===== config.mk =====
export PLATFORM = sky130hd
export DESIGN_NAME = uart_frame_decoder
export DESIGN_NICKNAME = d
export VERILOG_FILES = /design/src/rtl/uart_frame_decoder_pkg.sv /design/src/rtl/uart_frame_decoder_timeout.sv /design/src/rtl/uart_frame_decoder.sv
export SDC_FILE = /design/constraint.sdc
export NUM_CORES = 1
export LEC_CHECK = 0
export BUFFER_PORTS_ARGS = -buffer_cell sky130_fd_sc_hd__buf_2
export CAP_MARGIN = 20
export CORE_MARGIN = 5
export CORE_UTILIZATION = 26
export CTS_CLUSTER_DIAMETER = 120
export CTS_CLUSTER_SIZE = 40
export DETAILED_ROUTE_END_ITERATION = 10
export GPL_TIMING_DRIVEN = 0
export HOLD_SLACK_MARGIN = 0.06
export PLACE_DENSITY_LB_ADDON = 0.12
export SLEW_MARGIN = 10
export SYNTH_ARGS = -nofsm -noshare
export SYNTH_HDL_FRONTEND = slang
export SYNTH_SLANG_ARGS = --single-unit

===== constraint.sdc =====
create_clock -name clk -period 6.95 [get_ports clk]
set_input_delay 0.3475 -clock clk [delete_from_list [all_inputs] [get_ports clk]]
set_output_delay 0.3475 -clock clk [all_outputs]
set_load 0.05 [all_outputs]

===== src/rtl/uart_frame_decoder_pkg.sv =====
// Shared constants, state encodings and checksum helper
// for the UART command-frame decoder.
package uart_frame_decoder_pkg;

    localparam logic [7:0] CAC_FRAME_SOF = 8'hA5;
    localparam logic [7:0] CAC_FRAME_ACK = 8'h06;
    localparam logic [7:0] CAC_FRAME_NAK = 8'h15;

    localparam int DEF_TIMEOUT_CYCLES = 100000;

    typedef enum logic [3:0] {
        S_SOF,
        S_CMD,
        S_DH,
        S_DL,
        S_CHK,
        S_EXEC,
        S_RDWAIT,
        S_RESP_H,
        S_RESP_L,
        S_RESP_CHK,
        S_ACK,
        S_NAK
    } state_t;

    // Writes cover CMD, DH and DL; reads cover CMD alone.
    function automatic logic [7:0] frame_chk(
        input logic [7:0] cmd,
        input logic [7:0] dh,
        input logic [7:0] dl
    );
        return cmd[7] ? (cmd ^ dh ^ dl) : cmd;
    endfunction

endpackage


===== src/rtl/uart_frame_decoder_timeout.sv =====
// Inter-byte idle counter: single-cycle expired pulse after
// TIMEOUT_CYCLES enabled cycles without a clear.
module frame_timeout_counter
    import uart_frame_decoder_pkg::*;
#(
    parameter int TIMEOUT_CYCLES = DEF_TIMEOUT_CYCLES
) (
    input  logic clk,
    input  logic rst,
    input  logic en,
    input  logic clr,
    output logic expired
);

    localparam int CW = $clog2(TIMEOUT_CYCLES + 1);
    localparam logic [CW-1:0] LAST = CW'(TIMEOUT_CYCLES - 1);

    logic [CW-1:0] cnt;

    assign expired = en && !clr && (cnt == LAST);

    always_ff @(posedge clk or posedge rst) begin
        if (rst) begin
            cnt <= '0;
        end else if (clr || !en || expired) begin
            cnt <= '0;
        end else begin
            cnt <= cnt + 1'b1;
        end
    end

endmodule


===== src/rtl/uart_frame_decoder.sv =====
// Framed register-access command decoder between the UART
// RX/TX FIFOs and a simple register bus.
module uart_frame_decoder
    import uart_frame_decoder_pkg::*;
#(
    parameter int BITLEN         = 8,
    parameter int ADDR_W         = 7,
    parameter int DATA_W         = 16,
    parameter int TIMEOUT_CYCLES = DEF_TIMEOUT_CYCLES
) (
    input  logic              clk,
    input  logic              rst,
    input  logic [BITLEN-1:0] rx_data,
    input  logic              rx_empty,
    output logic              rx_read,
    output logic [BITLEN-1:0] tx_data,
    output logic              tx_write,
    input  logic              tx_full,
    output logic [ADDR_W-1:0] reg_addr,
    output logic [DATA_W-1:0] reg_wdata,
    output logic              reg_we,
    output logic              reg_re,
    input  logic [DATA_W-1:0] reg_rdata,
    output logic              err_chk,
    output logic              err_timeout,
    output logic [7:0]        err_count
);

    state_t state_q, state_d;

    logic              pending_q;
    logic [BITLEN-1:0] cmd_q, dh_q, dl_q;
    logic [DATA_W-1:0] rdata_q;
    logic              rx_state, in_frame, byte_vld, chk_ok, tmo_exp;

    assign rx_state = state_q inside {S_SOF, S_CMD, S_DH, S_DL, S_CHK};
    assign in_frame = state_q inside {S_CMD, S_DH, S_DL, S_CHK};
    assign byte_vld = pending_q;
    assign chk_ok   = (state_q == S_CHK) && byte_vld &&
                      (rx_data == frame_chk(cmd_q, dh_q, dl_q));

    // A pending fetch blocks the next pop, giving one fetch per 2 cycles.
    assign rx_read = !rst && rx_state && !rx_empty && !pending_q;

    frame_timeout_counter #(
        .TIMEOUT_CYCLES(TIMEOUT_CYCLES)
    ) u_tmo (
        .clk    (clk),
        .rst    (rst),
        .en     (in_frame),
        .clr    (byte_vld),
        .expired(tmo_exp)
    );

    always_ff @(posedge clk or posedge rst) begin
        if (rst) begin
            state_q   <= S_SOF;
            pending_q <= 1'b0;
            cmd_q     <= '0;
            dh_q      <= '0;
            dl_q      <= '0;
            rdata_q   <= '0;
            reg_addr  <= '0;
            reg_wdata <= '0;
            err_count <= '0;
        end else begin
            state_q   <= state_d;
            pending_q <= rx_read;
            if (byte_vld && state_q == S_CMD) cmd_q <= rx_data;
            if (byte_vld && state_q == S_DH)  dh_q  <= rx_data;
            if (byte_vld && state_q == S_DL)  dl_q  <= rx_data;
            // Bus address/data only change once a frame is proven good.
            if (chk_ok) begin
                reg_addr <= cmd_q[ADDR_W-1:0];
                if (cmd_q[7]) reg_wdata <= {dh_q, dl_q};
            end
            if (state_q == S_RDWAIT) rdata_q <= reg_rdata;
            if ((err_chk || err_timeout) && err_count != 8'hFF)
                err_count <= err_count + 1'b1;
        end
    end

    always_comb begin
        state_d     = state_q;
        tx_data     = '0;
        tx_write    = 1'b0;
        reg_we      = 1'b0;
        reg_re      = 1'b0;
        err_chk     = 1'b0;
        err_timeout = 1'b0;
        unique case (state_q)
            S_SOF: begin
                if (byte_vld && rx_data == CAC_FRAME_SOF) state_d = S_CMD;
            end
            S_CMD: begin
                if (byte_vld) state_d = rx_data[7] ? S_DH : S_CHK;
            end
            S_DH: begin
                if (byte_vld) state_d = S_DL;
            end
            S_DL: begin
                if (byte_vld) state_d = S_CHK;
            end
            S_CHK: begin
                if (byte_vld) state_d = chk_ok ? S_EXEC : S_NAK;
            end
            S_EXEC: begin
                reg_we  = cmd_q[7];
                reg_re  = !cmd_q[7];
                state_d = cmd_q[7] ? S_ACK : S_RDWAIT;
            end
            S_RDWAIT: begin
                state_d = S_RESP_H;
            end
            S_RESP_H: begin
                tx_data  = rdata_q[DATA_W-1:BITLEN];
                tx_write = !tx_full;
                if (!tx_full) state_d = S_RESP_L;
            end
            S_RESP_L: begin
                tx_data  = rdata_q[BITLEN-1:0];
                tx_write = !tx_full;
                if (!tx_full) state_d = S_RESP_CHK;
            end
            S_RESP_CHK: begin
                tx_data  = rdata_q[DATA_W-1:BITLEN] ^ rdata_q[BITLEN-1:0];
                tx_write = !tx_full;
                if (!tx_full) state_d = S_SOF;
            end
            S_ACK: begin
                tx_data  = CAC_FRAME_ACK;
                tx_write = !tx_full;
                if (!tx_full) state_d = S_SOF;
            end
            S_NAK: begin
                tx_data  = CAC_FRAME_NAK;
                tx_write = !tx_full;
                err_chk  = !tx_full;
                if (!tx_full) state_d = S_SOF;
            end
            default: state_d = S_SOF;
        endcase
        // Only asserted in frame states while no byte is being sampled.
        if (tmo_exp) begin
            err_timeout = 1'b1;
            state_d     = S_SOF;
        end
    end

endmodule

==> impl_results.md <==
* Overflow after GRT at 0
* HPWL Detailed at 8210 µm
* Period minus WS final at between 2000 and 3000 ps
* PD cells at 204 nW/µm²
* I/O pin cnt at between 70 and 80
* Worst slew pin tran at 994 ps
* Startpoint types: flop
* Tcrit/Tclk final at 0.420
* Reg2Reg Setup Slack at ~4000 ps
* Max-slew headroom at 0.332
* GRT met3 Usage at 0.0319
* R2r endpoint: rdata_q[8]$_DFFE_PP0P_
* CTS Hold Buffers Added at 0
* Design area at between 5000 and 6000 µm²
* Clock Pin Slew Worst Setup and Hold Paths at roughly 70 ps
* Total Nets Final at ~530
* Most Used Layer, Global Route: met2
* Final ANT Viol Nets at 0
* WP data required at roughly 7200 ps
* Port Buffers at 72
* Post-synth EDFFs at 0
* Highest achievable clock rate at 342 MHz
* Crit path max-delay cell type: nor3_1
* Area growth syn-to-layout at 21.3%
* #FFs+latches synth at 93
* Die Y at between 100 and 150 µm
* Largest net degree at the start of global routing at 55
* H-tree lvl count at 3
* CP top delay family: simple AND/OR/NAND/NOR gates
* Residual DRC at 0
* Clock latency on the worst-skew pair at ~350 ps
* Hold Crit Class: primary input to asynchronous set/reset pin
* Post-CTS Resized at 0
* Setup TNS at 0 ps
* Yosys warns at 0
* Post-Route WL at 11,500 µm
* Register area share after synthesis at 0.503
* CP Buf/Inv Count at 2
* Syn Area/Cell at ~11 µm²
* Initial Util at 0.267
* GRT Overall Usage at 0.118
* Final Hold Viols at 0
* GR Util met1 at 0.166
* TritonCTS clock tree: built
* CP endpoint kind: flop
* Outcome: finished, final reports clean
* Mapped Area at 4630 µm²
* Synthesized net count at between 400 and 500
* Cell mode on critical path: clkbuf_1
* Root buf cell: clkbuf_16
* Worst Path Arrival at ~3200 ps
* First-pass GRT wire length at between 15,000 and 20,000 µm
* CP Class: flop to flop
* Die area at 20,600 µm²
* Peak VDD IR at between 0.1 and 0.15 mV
* Postcts setup bufs at 0
* Chip width at approximately 140 µm
* Critical-path cell list: clkbuf_1 -> nand2_1 -> nor3_1 -> clkbuf_1 -> mux2_2
* Routing usage on met2 at 0.172
* Initial antenna violation count at 0
* Placed cell area at about 5300 µm²
* Top_reg_cell synth: dfrtp_1
* Clock sink count at 93
* Max-Cap Viols at 0
* Clock Tree Buf Depth at 2
* Clk_skew at approximately 9.7 ps
* Number of global-route vias before repair at around 3,500
* ANT cells at 0
* Depth of the most critical reg-to-reg path at 5
* Drt via density at approximately 4.7
* Row Count at 48
* Endpoints failing setup at 0
* Core region area at 17,400 µm²
* Mapped Cells at roughly 420
* Layout cells sized above 1 at 0.333
* GP Congestion at between 0.7 and 0.8
* RSZ-0062 raised after global routing: no
* Routed length per instance at 15.7 µm
* Crit Path Max Fanout at 10
* Synth cell types at between 40 and 50
* Leakage Power at between 2 and 3 nW
* CP peak stage delay at approximately 810 ps
* Vias at about 3,400
* DRT iter0 DRCs at about 180
* CTS buffer count at 9
* Drt pass-1 iters at 4
* Asr flop ratio synth at 1.00
* Reg2reg start: state_q[1]$_DFFE_PP0P_
* Max Slew Vio Count at 0
-- where the power goes --
group | internal (mW) | switching, mW | leakage [nW]
clock network | 0.314 | 0.219 | 0.156
registers | 0.545 | 0.00410 | 1.27
logic | 0.0210 | 0.0400 | 1.32
-- metrics by stage --
step                      setup WS (ps)  hold slack (ps)  instances  total power [mW]   util
after floorplan                    2970              455        416             0.596      -
final                              4030              140        730              1.14  0.324
after global routing               3750              174        730              1.19  0.324
after global placement             2800              477        713             0.620  0.304
after CTS                          3860              153        729              1.16  0.323
after detailed placement           3970              483        714             0.622  0.305
-- layout by cell type (no fill, tap or decap), types with 6 or more instances in the layout --
master     count
o21ai_0       16
nand2_1       36
inv_1          8
and3_1         9
mux2_2        54
xor2_1        21
clkbuf_16      9
xnor2_1       15
dfrtp_1       93
nand3_1       13
nor3_1        11
or3_1          6
clkbuf_1       9
mux2_4        10
nor2_1        30
buf_2         73
a21oi_1       20
-- worst register-to-register path, stage by stage, from the launching register on --
cell and delay, ps:
dfrtp_1 420, clkbuf_1 360, nand2_1 230, nor3_1 810
clkbuf_1 570, mux2_2 410
-- cell type report --
type | instances | area (µm²)
Sequential cell | 93 | 2330
Tap cell | 225 | 282
Fill cell | 1791 | 11700
Buffer | 17 | 105
Clock buffer | 9 | 225
Inverter | 9 | 36.3
Multi-Input combinational cell | 297 | 2170
Timing Repair Buffer | 74 | 385
Clock inverter | 6 | 87.6
-- Yosys cell counts (10+ instances only) --
cell type  number  area share
dfrtp_1        93        0.50
mux2_2         54        0.13
nand2_1        36       0.029
nor2_1         30       0.024
xor2_1         21       0.040
a21oi_1        20       0.022
o21ai_0        16       0.017
xnor2_1        15       0.028
nand3_1        13       0.014
nor3_1         12       0.013
mux2_4         10       0.032
-- worst max path at each step --
stage,slack [ps],end,cells past startpoint,startpoint
after floorplan,2970,byte_vld$_DFF_PP0_,3,state_q[3]$_DFFE_PP0P_
after global placement,2800,err_count[2]$_DFFE_PP0P_,2,rst
after detailed placement,3970,rdata_q[8]$_DFFE_PP0P_,5,state_q[1]$_DFFE_PP0P_
after CTS,3860,err_timeout,4,byte_vld$_DFF_PP0_
after global routing,3750,rdata_q[8]$_DFFE_PP0P_,5,state_q[1]$_DFFE_PP0P_
final,4030,rdata_q[8]$_DFFE_PP0P_,5,state_q[1]$_DFFE_PP0P_
-- registers in the layout (all words and copies together) (netlist names) --
register and flops:
byte_vld 1, u_tmo.cnt 17, cmd_q 8, dh_q 8, dl_q 8, reg_wdata 16, err_count 8, rdata_q 16
state_q 4, reg_addr 7
-- metal layers --
metal | wire [µm] | part of all wire
met1 | 5630 | 0.49
met2 | 5160 | 0.45
met5 | 0 | 0
met4 | 223 | 0.019
met3 | 478 | 0.042
-- logic make-up (layout without fill, tap and decap cells) --
family | count (synthesis) | in the layout | synth area share
buf+inv | 26 | 115 | 0.0300
flops | 93 | 93 | 0.503
fa+ha+maj | 2 | 2 | 0.00540
mux | 65 | 65 | 0.166
xor+xnor | 36 | 36 | 0.0681
simple gates | 138 | 138 | 0.154
compound gates | 56 | 56 | 0.0743
(Power assumes the default switching activity.)
